$ cat config.mk
export PLATFORM = sky130hd
export DESIGN_NAME = wb_initiator
export DESIGN_NICKNAME = d
export VERILOG_FILES = /design/src/rtl/wb_initiator_pkg.sv /design/src/rtl/wb_timeout_counter.sv /design/src/rtl/wb_initiator.sv
export SDC_FILE = /design/constraint.sdc
export NUM_CORES = 1
export LEC_CHECK = 0
export ABC_CLOCK_PERIOD_IN_PS = 3600
export CORE_ASPECT_RATIO = 0.9
export CORE_UTILIZATION = 45
export CTS_CLUSTER_DIAMETER = 60
export DETAILED_ROUTE_END_ITERATION = 10
export HOLD_SLACK_MARGIN = 0.15
export PLACE_DENSITY = 0.84
export SYNTH_ARGS = -nofsm -noshare
export SYNTH_HDL_FRONTEND = slang
export SYNTH_SLANG_ARGS = --single-unit
$ cat constraint.sdc
create_clock -name WB_CLK_i -period 3.6 [get_ports WB_CLK_i]
set_input_delay 0.54 -clock WB_CLK_i [delete_from_list [all_inputs] [get_ports WB_CLK_i]]
set_output_delay 0.54 -clock WB_CLK_i [all_outputs]
set_load 0.03 [all_outputs]
$ cat src/rtl/wb_initiator_pkg.sv
// Shared types and constants for the single-outstanding Wishbone initiator.
package wb_initiator_pkg;

  localparam int WB_DAT_W = 32;
  localparam int WB_STB_W = 4;
  localparam int TIMER_W  = 16;

  typedef enum logic [1:0] {
    ST_IDLE = 2'd0,
    ST_BUS  = 2'd1,
    ST_RESP = 2'd2
  } state_t;

endpackage

$ cat src/rtl/wb_timeout_counter.sv
// Bounded wait counter: flags the last permitted wait cycle while enabled.
module wb_timeout_counter
  import wb_initiator_pkg::*;
(
  input  logic               i_clk,
  input  logic               i_rst_n,
  input  logic               i_clear,
  input  logic               i_enable,
  input  logic [TIMER_W-1:0] i_limit,
  output logic               o_expire
);

  logic [TIMER_W-1:0] r_count;
  logic               w_at_last;

  assign w_at_last = (r_count == (i_limit - TIMER_W'(1)));
  assign o_expire  = i_enable && w_at_last;

  // Holding at limit-1 keeps the count from ever wrapping.
  always_ff @(posedge i_clk or negedge i_rst_n) begin
    if (!i_rst_n) begin
      r_count <= '0;
    end else if (i_clear) begin
      r_count <= '0;
    end else if (i_enable && !w_at_last) begin
      r_count <= r_count + TIMER_W'(1);
    end
  end

endmodule

$ cat src/rtl/wb_initiator.sv
// Wishbone classic-cycle initiator: one request in flight, bounded ACK wait,
// read data or timeout error returned on a valid/ready response channel.
module wb_initiator
  import wb_initiator_pkg::*;
#(
  parameter int                  ADDR_WIDTH     = 17,
  parameter int                  TIMEOUT_CYCLES = 255,
  parameter logic [WB_DAT_W-1:0] TIMEOUT_DATA   = 32'hDEAD_BEEF
) (
  input  logic                  WB_CLK_i,
  input  logic                  WB_RSTn_i,
  input  logic                  REQ_VALID_i,
  output logic                  REQ_READY_o,
  input  logic [ADDR_WIDTH-1:0] REQ_ADR_i,
  input  logic                  REQ_WE_i,
  input  logic [WB_STB_W-1:0]   REQ_BYTE_STB_i,
  input  logic [WB_DAT_W-1:0]   REQ_DAT_i,
  output logic                  RSP_VALID_o,
  input  logic                  RSP_READY_i,
  output logic [WB_DAT_W-1:0]   RSP_DAT_o,
  output logic                  RSP_ERR_o,
  output logic [ADDR_WIDTH-1:0] WBm_ADR_o,
  output logic                  WBm_CYC_o,
  output logic                  WBm_STB_o,
  output logic                  WBm_WE_o,
  output logic [WB_STB_W-1:0]   WBm_BYTE_STB_o,
  output logic [WB_DAT_W-1:0]   WBm_DAT_o,
  input  logic [WB_DAT_W-1:0]   WBm_DAT_i,
  input  logic                  WBm_ACK_i
);

  localparam logic [TIMER_W-1:0] LIMIT = TIMER_W'(TIMEOUT_CYCLES);

  state_t r_state;
  logic   w_accept;
  logic   w_in_bus;
  logic   w_expire;

  assign REQ_READY_o = (r_state == ST_IDLE);
  assign w_accept    = REQ_READY_o && REQ_VALID_i;
  assign w_in_bus    = (r_state == ST_BUS);

  wb_timeout_counter u_timeout (
    .i_clk    (WB_CLK_i),
    .i_rst_n  (WB_RSTn_i),
    .i_clear  (w_accept),
    .i_enable (w_in_bus),
    .i_limit  (LIMIT),
    .o_expire (w_expire)
  );

  always_ff @(posedge WB_CLK_i or negedge WB_RSTn_i) begin
    if (!WB_RSTn_i) begin
      r_state        <= ST_IDLE;
      WBm_CYC_o      <= 1'b0;
      WBm_STB_o      <= 1'b0;
      WBm_WE_o       <= 1'b0;
      WBm_ADR_o      <= '0;
      WBm_BYTE_STB_o <= '0;
      WBm_DAT_o      <= '0;
      RSP_VALID_o    <= 1'b0;
      RSP_ERR_o      <= 1'b0;
      RSP_DAT_o      <= '0;
    end else begin
      case (r_state)
        ST_IDLE: begin
          if (w_accept) begin
            WBm_ADR_o      <= REQ_ADR_i;
            WBm_WE_o       <= REQ_WE_i;
            WBm_BYTE_STB_o <= REQ_BYTE_STB_i;
            WBm_DAT_o      <= REQ_DAT_i;
            WBm_CYC_o      <= 1'b1;
            WBm_STB_o      <= 1'b1;
            r_state        <= ST_BUS;
          end
        end
        ST_BUS: begin
          // ACK takes priority so a reply in the last wait cycle still succeeds.
          if (WBm_ACK_i) begin
            WBm_CYC_o   <= 1'b0;
            WBm_STB_o   <= 1'b0;
            RSP_VALID_o <= 1'b1;
            RSP_ERR_o   <= 1'b0;
            RSP_DAT_o   <= WBm_WE_o ? '0 : WBm_DAT_i;
            r_state     <= ST_RESP;
          end else if (w_expire) begin
            WBm_CYC_o   <= 1'b0;
            WBm_STB_o   <= 1'b0;
            RSP_VALID_o <= 1'b1;
            RSP_ERR_o   <= 1'b1;
            RSP_DAT_o   <= TIMEOUT_DATA;
            r_state     <= ST_RESP;
          end
        end
        ST_RESP: begin
          if (RSP_READY_i) begin
            RSP_VALID_o <= 1'b0;
            r_state     <= ST_IDLE;
          end
        end
        default: begin
          r_state <= ST_IDLE;
        end
      endcase
    end
  end

endmodule

==> results of run 1 <==
## final cells by class
cell class / count / area, um^2 / area share (%)
Clock buffer: 10 / 138 / 2.12
Multi-Input combinational cell: 304 / 1490 / 22.9
Tap cell: 122 / 153 / 2.35
Clock inverter: 6 / 77.6 / 1.19
Timing Repair Buffer: 188 / 1860 / 28.6
Inverter: 28 / 105 / 1.62
Sequential cell: 107 / 2680 / 41.2
## kinds of logic (layout without fill, tap and decap cells)
kind of cell / count (synthesis) / in the layout
simple gates: 212 / 212
flops: 107 / 107
compound gates: 85 / 85
buf+inv: 54 / 232
mux: 4 / 4
fa+ha+maj: 2 / 2
xor+xnor: 1 / 1
## power by group
group / internal (uW) / switching, uW
logic: 1220 / 1840
clock network: 356 / 431
registers: 1700 / 334
## registers in the layout, summed over array words and instances, names as in the netlist
name,cells
RSP_DAT_o,32
r_state,2
RSP_VALID_o,1
WBm_DAT_o,32
WBm_WE_o,1
u_timeout.r_count,16
WBm_ADR_o,17
RSP_ERR_o,1
WBm_STB_o,1
WBm_BYTE_STB_o,4
## synth_stat cells, types with 6 or more instances
cell,instances,area share (%)
o211ai_1,6,1.0
a22o_1,8,1.6
nand4_1,6,0.85
nand2_1,175,15
clkbuf_1,19,1.6
inv_1,28,2.4
o31ai_1,7,1.2
dfrtp_1,107,61
nor2_1,7,0.60
a21oi_1,53,6.0
## metal layers
layer,share of wire [%],up-vias,GRT usage (%)
li1,-,1860,-
met1,44,1809,29.9
met2,47,148,38.0
met3,7.6,14,5.75
met4,1.4,0,7.18
met5,0,-,0
## stage by stage
step / cell area [um^2] / hold slack (ps) / utilization, % / std cells
after floorplan: 4390 / 244 / - / 465
after global placement: 6290 / 458 / 67.7 / 749
after detailed placement: 6290 / 465 / 67.7 / 749
after CTS: 6500 / 385 / 70.0 / 765
after global routing: 6500 / 449 / 70.0 / 765
final: 6500 / 340 / 70.0 / 765
## path summary, 6_finish.rpt
path,startpoint,to,slack [ps],cells after the start
worst min register to register,WBm_DAT_o[29],WBm_DAT_o[29],490,2
min in group WB_CLK_i,WBm_DAT_o[29],WBm_DAT_o[29],490,2
worst max register to register,r_state[0],RSP_DAT_o[8],1500,5
worst min-delay path,WB_RSTn_i,RSP_DAT_o[28],340,1
worst max-delay path,r_state[1],REQ_READY_o,1360,2
max in group asynchronous,WB_RSTn_i,WBm_BYTE_STB_o[3],2450,2
==> flow_metrics.env, run 1 <==
export IMPL_setup_tns_ps=0
export IMPL_grt_pass1_vias=3837
export IMPL_drtIter0Drc=276
export IMPL_synth_seq_cells=107
export IMPL_critPathKind="flip-flop to output port"
export IMPL_worstHoldPathType="input pin to async pin"
export IMPL_drtPass1Iterations=4
export IMPL_port_buffers=181
export IMPL_min_period_ps=2240
export IMPL_place_hpwl_mm=8.05
export IMPL_p_leak_uw=0.00311
export IMPL_setup_viol=0
export IMPL_rsz0062_at_grt="false"
export IMPL_coreArea_um2=9290
export IMPL_fp_row_count=33
export IMPL_crit_family="buffers and inverters"
export IMPL_crit_chain="nor2_1 > clkdlybuf4s50_1"
export IMPL_skew_ps=17.9
export IMPL_cp_required_ps=3060
export IMPL_drc=0
export IMPL_total_power_uw=5880
export IMPL_yosys_warnings=0
export IMPL_drt_total_wl_mm=11.2
export IMPL_drv_slew=0
export IMPL_final_common_cell="clkdlybuf4s50_1"
export IMPL_max_stage_delay_ps=700
export IMPL_cts_path_max_buffers=2
export IMPL_synth_nets=558
export IMPL_setup_ws_ps=1360
export IMPL_htreeDepth=3
export IMPL_root_buffer="clkbuf_8"
export IMPL_status="finished clean"
export IMPL_synth_top_family_by_area="simple AND/OR/NAND/NOR gates"
export IMPL_end_kind="output port"
export IMPL_crit_path_top_delay_cell="clkdlybuf4s50_1"
export IMPL_antenna_found_initial=0
export IMPL_relSlewSlack_pct=29.2
export IMPL_synthAdderAreaFrac_pct=0.570
export IMPL_finalCritPeriodShare_pct=62.2
export IMPL_synth_edf_count=0
export IMPL_synth_cell_types=37
export IMPL_worstMarginPinSlew_ps=1060
export IMPL_cp_arrival_ps=1700
export IMPL_ant_nets=0
export IMPL_dieArea_um2=10200
export IMPL_io_pins=182
export IMPL_netlist_area_um2=4390
export IMPL_hold_violations=0
export IMPL_wl_per_cell_um=14.7
export IMPL_drive_above_1_share_pct=4.67
export IMPL_post_cts_resized=0
export IMPL_synthFlopType="dfrtp_1"
export IMPL_clock_sinks=107
export IMPL_via_per_inst=5.01
export IMPL_muxShareOfSynthArea_pct=0.911
export IMPL_tritoncts="built"
export IMPL_power_density_nw_per_um2=904
export IMPL_async_flop_share_pct=100
export IMPL_timing_critical_path_buf_inv=1
export IMPL_synth_simple_area_share_pct=20.6
export IMPL_grtUsageTotal_pct=22.9
export IMPL_cp_start_kind="flip-flop"
export IMPL_syn_area_per_cell_um2=9.45
export IMPL_pre_cts_ws_ps=1170
export IMPL_diodes=0
export IMPL_fp_dieH_um=95.7
export IMPL_area_delta_synth_final_pct=48.0
export IMPL_gp_congestion=0.803
export IMPL_synth_xor_area_share_pct=0.199
export IMPL_layout_common_cells="180 x clkdlybuf4s50_1, 175 x nand2_1, 107 x dfrtp_1"
export IMPL_post_cts_setup_buffer_count=0
export IMPL_yosysSeqAreaShare_pct=61.0
export IMPL_die_width_um=106
export IMPL_netlist_instances=465
export IMPL_numCtsBuffers=9
export IMPL_max_freq_mhz=447
export IMPL_start_util_pct=47.3
export IMPL_insertion_delay_ps=370
export IMPL_synth_compound_area_share_pct=11.6
export IMPL_maxCapViolations=0
export IMPL_grt_overflow=0
export IMPL_clk_pin_slew_ps=100
export IMPL_cp_max_fo=8
export IMPL_grt_max_degree=88
export IMPL_grt_pass1_wl_mm=18.3
export IMPL_irDropWorstVdd_mv=0.504
export IMPL_fin_nets=731
export IMPL_cts_hold_buf=0
export IMPL_vias=3831
export IMPL_num_fill_cells=713
(Power assumes the default switching activity.)
==> inputs of run 2 (changes only) <==
--- a/config.mk
+++ b/config.mk
@@ -5,13 +5,13 @@
 export SDC_FILE = /design/constraint.sdc
 export NUM_CORES = 1
 export LEC_CHECK = 0
-export ABC_CLOCK_PERIOD_IN_PS = 3600
+export ABC_CLOCK_PERIOD_IN_PS = 1830
 export CORE_ASPECT_RATIO = 0.9
-export CORE_UTILIZATION = 45
+export CORE_UTILIZATION = 39
 export CTS_CLUSTER_DIAMETER = 60
 export DETAILED_ROUTE_END_ITERATION = 10
 export HOLD_SLACK_MARGIN = 0.15
-export PLACE_DENSITY = 0.84
+export PLACE_DENSITY = 0.77
 export SYNTH_ARGS = -nofsm -noshare
 export SYNTH_HDL_FRONTEND = slang
 export SYNTH_SLANG_ARGS = --single-unit
==> constraint.sdc (replaced) <==
create_clock -name WB_CLK_i -period 1.83 [get_ports WB_CLK_i]
set_input_delay 0.2745 -clock WB_CLK_i [delete_from_list [all_inputs] [get_ports WB_CLK_i]]
set_output_delay 0.2745 -clock WB_CLK_i [all_outputs]
set_load 0.03 [all_outputs]
==> run 2 against run 1 <==
  * Global-route usage fell by 2.7 points
  * First-iteration DRC count fell by 35%
  * Count of clock-buffer cells in the layout did not move
  * Via count rose by 4.8%
  * Routed wire length rose by 6.0%
==> flow_metrics.env, run 2 (synthesis gave the netlist of run 1 again) <==
export IMPL_status="finished clean"
export IMPL_coreArea_um2=10900
export IMPL_min_period_ps=1810
export IMPL_hold_violations=0
export IMPL_grt_pass1_vias=3862
export IMPL_cp_max_fo=7
export IMPL_numCtsBuffers=9
export IMPL_reg_largest_list="RSP_DAT_o (32), WBm_DAT_o (32), WBm_ADR_o (17)"
export IMPL_root_buffer="clkbuf_16"
export IMPL_wl_per_cell_um=14.5
export IMPL_place_hpwl_mm=8.40
export IMPL_htreeDepth=3
export IMPL_num_fill_cells=917
export IMPL_antenna_found_initial=0
export IMPL_insertion_delay_ps=340
export IMPL_drive_above_1_share_pct=9.72
export IMPL_grt_max_degree=65
export IMPL_maxCapViolations=0
export IMPL_clock_sinks=107
export IMPL_relSlewSlack_pct=70.3
export IMPL_layout_common_cells="179 x clkdlybuf4s50_1, 175 x nand2_1, 107 x dfrtp_1"
export IMPL_p_leak_uw=0.00330
export IMPL_vias=4016
export IMPL_fin_util_pct=63.5
export IMPL_power_density_nw_per_um2=1770
export IMPL_io_pins=182
export IMPL_pre_cts_ws_ps=-19.5
export IMPL_drv_slew=0
export IMPL_diodes=0
export IMPL_worstMarginPinSlew_ps=442
export IMPL_final_area_um2=6920
export IMPL_drc=0
export IMPL_worstHoldPathType="input pin to async pin"
export IMPL_end_kind="flip-flop"
export IMPL_rsz0062_at_grt="true"
export IMPL_via_per_inst=4.89
export IMPL_setup_viol=0
export IMPL_drtPass1Iterations=4
export IMPL_cp_required_ps=2100
export IMPL_grtUsageTotal_pct=20.2
export IMPL_fin_nets=757
export IMPL_cp_arrival_ps=2080
export IMPL_dieArea_um2=11700
export IMPL_grt_overflow=0
export IMPL_area_delta_synth_final_pct=57.6
export IMPL_critPathKind="flip-flop to flip-flop"
export IMPL_cts_path_max_buffers=2
export IMPL_grt_pass1_wl_mm=18.5
export IMPL_placed_area_um2=6510
export IMPL_cp_start_kind="flip-flop"
export IMPL_die_width_um=114
export IMPL_gp_congestion=0.831
export IMPL_setup_ws_ps=22.0
export IMPL_drt_total_wl_mm=11.9
export IMPL_drtIter0Drc=179
export IMPL_final_common_cell="clkdlybuf4s50_1"
export IMPL_start_util_pct=40.3
export IMPL_max_freq_mhz=553
export IMPL_irDropWorstVdd_mv=0.898
export IMPL_port_buffers=181
export IMPL_fp_dieH_um=103
export IMPL_fp_row_count=36
export IMPL_finalCritPeriodShare_pct=98.8
export IMPL_clk_pin_slew_ps=70
export IMPL_skew_ps=6.05
export IMPL_ant_nets=0
export IMPL_tritoncts="built"
## run 2: changes by cell type in the layout (fill, tap and decap cells not counted), moves of 4 or more
cell,delta
a21oi_1,-8
a21oi_2,+7
buf_12,+4
buf_4,+19
clkbuf_16,+10
clkbuf_8,-10
## run 2: area by class of cell
type,instances,area (um^2),area share [%]
clock inverters,6,48.8,0.705
well taps,152,190,2.75
repair buffers,213,2120,30.6
inverters,28,105,1.52
flip-flops and latches,107,2680,38.7
multi-input cells,305,1550,22.4
clock buffers,10,229,3.31
## run 2: stage by stage
step           power, uW  TNS, ps  hold WS [ps]  instances
2_1_floorplan       7410        0         -21.1        465
3_3_place_gp       10100        0           122        797
3_5_place_dp       10300    -37.6           122        797
4_1_cts            12200    -29.7           297        814
5_1_grt            13000     -730           330        821
6_report           12200        0           318        821
## run 2: layer usage
layer | track usage (%) | vias to the layer above | wire length (um)
met5 | 0 | - | 0
met4 | 6.19 | 0 | 165
met3 | 5.53 | 14 | 818
met2 | 33.1 | 152 | 5760
met1 | 26.4 | 1936 | 5170
li1 | - | 1914 | -
## run 2: path summary, 6_finish.rpt
kind	from	end	slack [ps]	depth (start not counted)
setup / recovery	u_timeout.r_count[12]	RSP_DAT_o[19]	20	6
hold / removal	WB_RSTn_i	WBm_ADR_o[8]	320	2
setup reg to reg	u_timeout.r_count[12]	RSP_DAT_o[19]	20	6
hold reg to reg	WBm_DAT_o[9]	WBm_DAT_o[9]	470	2
max in group asynchronous	WB_RSTn_i	WBm_DAT_o[31]	940	3
min in group WB_CLK_i	REQ_DAT_i[9]	WBm_DAT_o[9]	450	3
## run 2: power breakdown
part           switching (uW)  leakage [uW]  total (uW)  internal, uW
clock                     896      0.000131        1830           939
sequential                616       0.00132        3980          3360
combinational            3780       0.00184        6420          2650
total                    5290       0.00330       12200          6950
## run 2: critical path, cell delays in order (launching register included)
cell and delay [ps]:
dfrtp_1 400, or3_4 410, nor4_4 290, buf_4 180, o21ai_4 110, clkbuf_16 200
a21oi_1 150
## run 2: what timing repair did
action                     in CTS  in global routing
pin swaps                       0                  1
hold buffers                    1                  0
buffers inserted                0                  5
setup endpoints to repair       2                 35
resized for setup               3                 10
cloned                          0                  2
hold endpoints to repair      107                  0
==> inputs of run 3 (changes only) <==
--- a/config.mk
+++ b/config.mk
@@ -6,12 +6,14 @@
 export NUM_CORES = 1
 export LEC_CHECK = 0
 export ABC_CLOCK_PERIOD_IN_PS = 1830
+export CELL_PAD_IN_SITES_DETAIL_PLACEMENT = 2
+export CELL_PAD_IN_SITES_GLOBAL_PLACEMENT = 2
 export CORE_ASPECT_RATIO = 0.9
-export CORE_UTILIZATION = 39
+export CORE_UTILIZATION = 22
 export CTS_CLUSTER_DIAMETER = 60
 export DETAILED_ROUTE_END_ITERATION = 10
 export HOLD_SLACK_MARGIN = 0.15
-export PLACE_DENSITY = 0.77
+export PLACE_DENSITY_LB_ADDON = 0.1
 export SYNTH_ARGS = -nofsm -noshare
 export SYNTH_HDL_FRONTEND = slang
 export SYNTH_SLANG_ARGS = --single-unit
==> run 3 against run 2 <==
  * The flow now finishes with violations (setup timing)
  * Via count grew 0.60%
  * Worst hold slack improved by 97 ps
  * Clock power up 10%
  * Combinational power rose by 0.8%
  * Global-route usage down 4.7 points
  * Critical path depth shrank 1
  * First-iteration DRC count down 39%
  * Total power is 2.1% higher
  * Non-clock buffer count down 3
  * Maximum frequency is 1.4% lower
  * Largest cell class unchanged
  * Highest routed layer unchanged
==> flow_metrics.env, run 3 (synthesis gave the netlist of run 1 again) <==
export IMPL_setup_viol=3
export IMPL_ant_nets=0
export IMPL_final_area_um2=7030
export IMPL_p_leak_uw=0.00330
export IMPL_power_density_nw_per_um2=1780
export IMPL_numCtsBuffers=9
export IMPL_drv_slew=0
export IMPL_dp_cells=898
export IMPL_start_util_pct=22.7
export IMPL_area_delta_synth_final_pct=60.0
export IMPL_clock_sinks=107
export IMPL_min_period_ps=1830
export IMPL_clk_pin_slew_ps=70
export IMPL_via_per_inst=4.42
export IMPL_rsz0062_at_grt="true"
export IMPL_cp_required_ps=2070
export IMPL_finalCritPeriodShare_pct=100
export IMPL_fp_row_count=48
export IMPL_drive_above_1_share_pct=8.72
export IMPL_cp_max_fo=27
export IMPL_setup_ws_ps=-3.89
export IMPL_reg2reg_depth=5
export IMPL_grtUsageTotal_pct=15.4
export IMPL_irDropWorstVdd_mv=0.576
export IMPL_status="finished with violations"
export IMPL_cp_start_kind="flip-flop"
export IMPL_total_power_uw=12500
export IMPL_cp_arrival_ps=2070
export IMPL_skew_ps=9.86
export IMPL_diodes=0
export IMPL_fin_util_pct=36.3
export IMPL_critPathKind="flip-flop to flip-flop"
export IMPL_root_buffer="clkbuf_16"
export IMPL_worstMarginPinSlew_ps=482
export IMPL_gp_congestion=0.718
export IMPL_insertion_delay_ps=350
export IMPL_final_common_cell="clkdlybuf4s50_1"
export IMPL_htreeDepth=3
export IMPL_num_fill_cells=2098
export IMPL_drc=0
export IMPL_placed_area_um2=6690
export IMPL_drt_total_wl_mm=15.2
export IMPL_vias=4040
export IMPL_place_hpwl_mm=11.2
export IMPL_worstHoldPathType="input pin to async pin"
export IMPL_cts_path_max_buffers=2
export IMPL_fin_nets=753
export IMPL_coreArea_um2=19300
export IMPL_relSlewSlack_pct=67.9
export IMPL_reg_largest_list="RSP_DAT_o (32), WBm_DAT_o (32), WBm_ADR_o (17)"
export IMPL_r2r_setup_slack_ps=-4
export IMPL_die_width_um=151
export IMPL_maxCapViolations=0
export IMPL_grt_pass1_wl_mm=24.3
export IMPL_antenna_found_initial=0
export IMPL_end_kind="flip-flop"
export IMPL_grt_pass1_vias=4593
export IMPL_tritoncts="built"
export IMPL_io_pins=182
export IMPL_stdcell_count=915
export IMPL_setup_tns_ps=-8.97
export IMPL_wl_per_cell_um=16.6
export IMPL_dieArea_um2=20500
export IMPL_violations="setup timing"
export IMPL_layout_common_cells="179 x clkdlybuf4s50_1, 175 x nand2_1, 107 x dfrtp_1"
export IMPL_grt_max_degree=46
export IMPL_max_freq_mhz=545
export IMPL_seqCellArea_um2=2680
export IMPL_port_buffers=181
export IMPL_drtIter0Drc=110
export IMPL_multiInputGateArea_um2=1510
export IMPL_hold_violations=0
export IMPL_drtPass1Iterations=4
export IMPL_grt_overflow=0
export IMPL_fp_dieH_um=136
-- run 3: changes by cell type in the layout (fill, tap and decap cells not counted), sizes merged --
cell	delta
buf	-2
o21ai	-1
bufinv	+1
clkinvlp	-1
clkinv	+1
clkbuf	-2
-- run 3: cell type report --
class                   count  share of cell area (%)
clock buffers               9                    3.20
multi-input cells         304                    21.5
well taps                 250                    4.45
repair buffers            210                    30.2
flip-flops and latches    107                    38.1
clock inverters             7                    1.09
inverters                  28                    1.50
-- run 3: through the flow --
| step | hold WS (ps) | worst slack, ps |
|---|---|---|
| final | 415 | -3.89 |
| after CTS | 435 | -10.3 |
| after global placement | 261 | -12.1 |
| after floorplan | -21.1 | 3.20 |
| after detailed placement | 275 | -32.7 |
| after global routing | 450 | -91.7 |
-- run 3: final timing paths --
kind                                      end             startpoint
min in group WB_CLK_i           WBm_DAT_o[15]          REQ_DAT_i[15]
worst max register to register  RSP_DAT_o[29]  u_timeout.r_count[14]
worst min register to register   WBm_DAT_o[9]           WBm_DAT_o[9]
worst min-delay path             WBm_ADR_o[4]              WB_RSTn_i
worst max-delay path            RSP_DAT_o[29]  u_timeout.r_count[14]
max in group asynchronous           RSP_ERR_o              WB_RSTn_i
-- run 3: layer usage --
layer	vias to the layer above	GRT usage (%)	part of all wire, %
met5	-	0	0
met4	0	4.17	1.5
met3	14	4.70	6.6
met2	111	25.5	48
met1	2012	19.4	44
li1	1903	-	-
-- run 3: report_power, final --
part	internal (uW)	switching (uW)
Sequential	3360	636
Clock	1080	948
Combinational	2630	3850
-- run 3: worst max-delay path, stage by stage (launching register included) --
cell and delay [ps]:
dfrtp_1 400, or4_4 550, nor4_4 220, o21ai_2 120
buf_12 180, a22o_1 240
-- run 3: timing repair --
item,in CTS,in global routing
pin swaps,0,0
setup endpoints to repair,5,30
hold endpoints to repair,29,0
buffers inserted,0,0
hold buffers,1,0
resized for setup,3,5
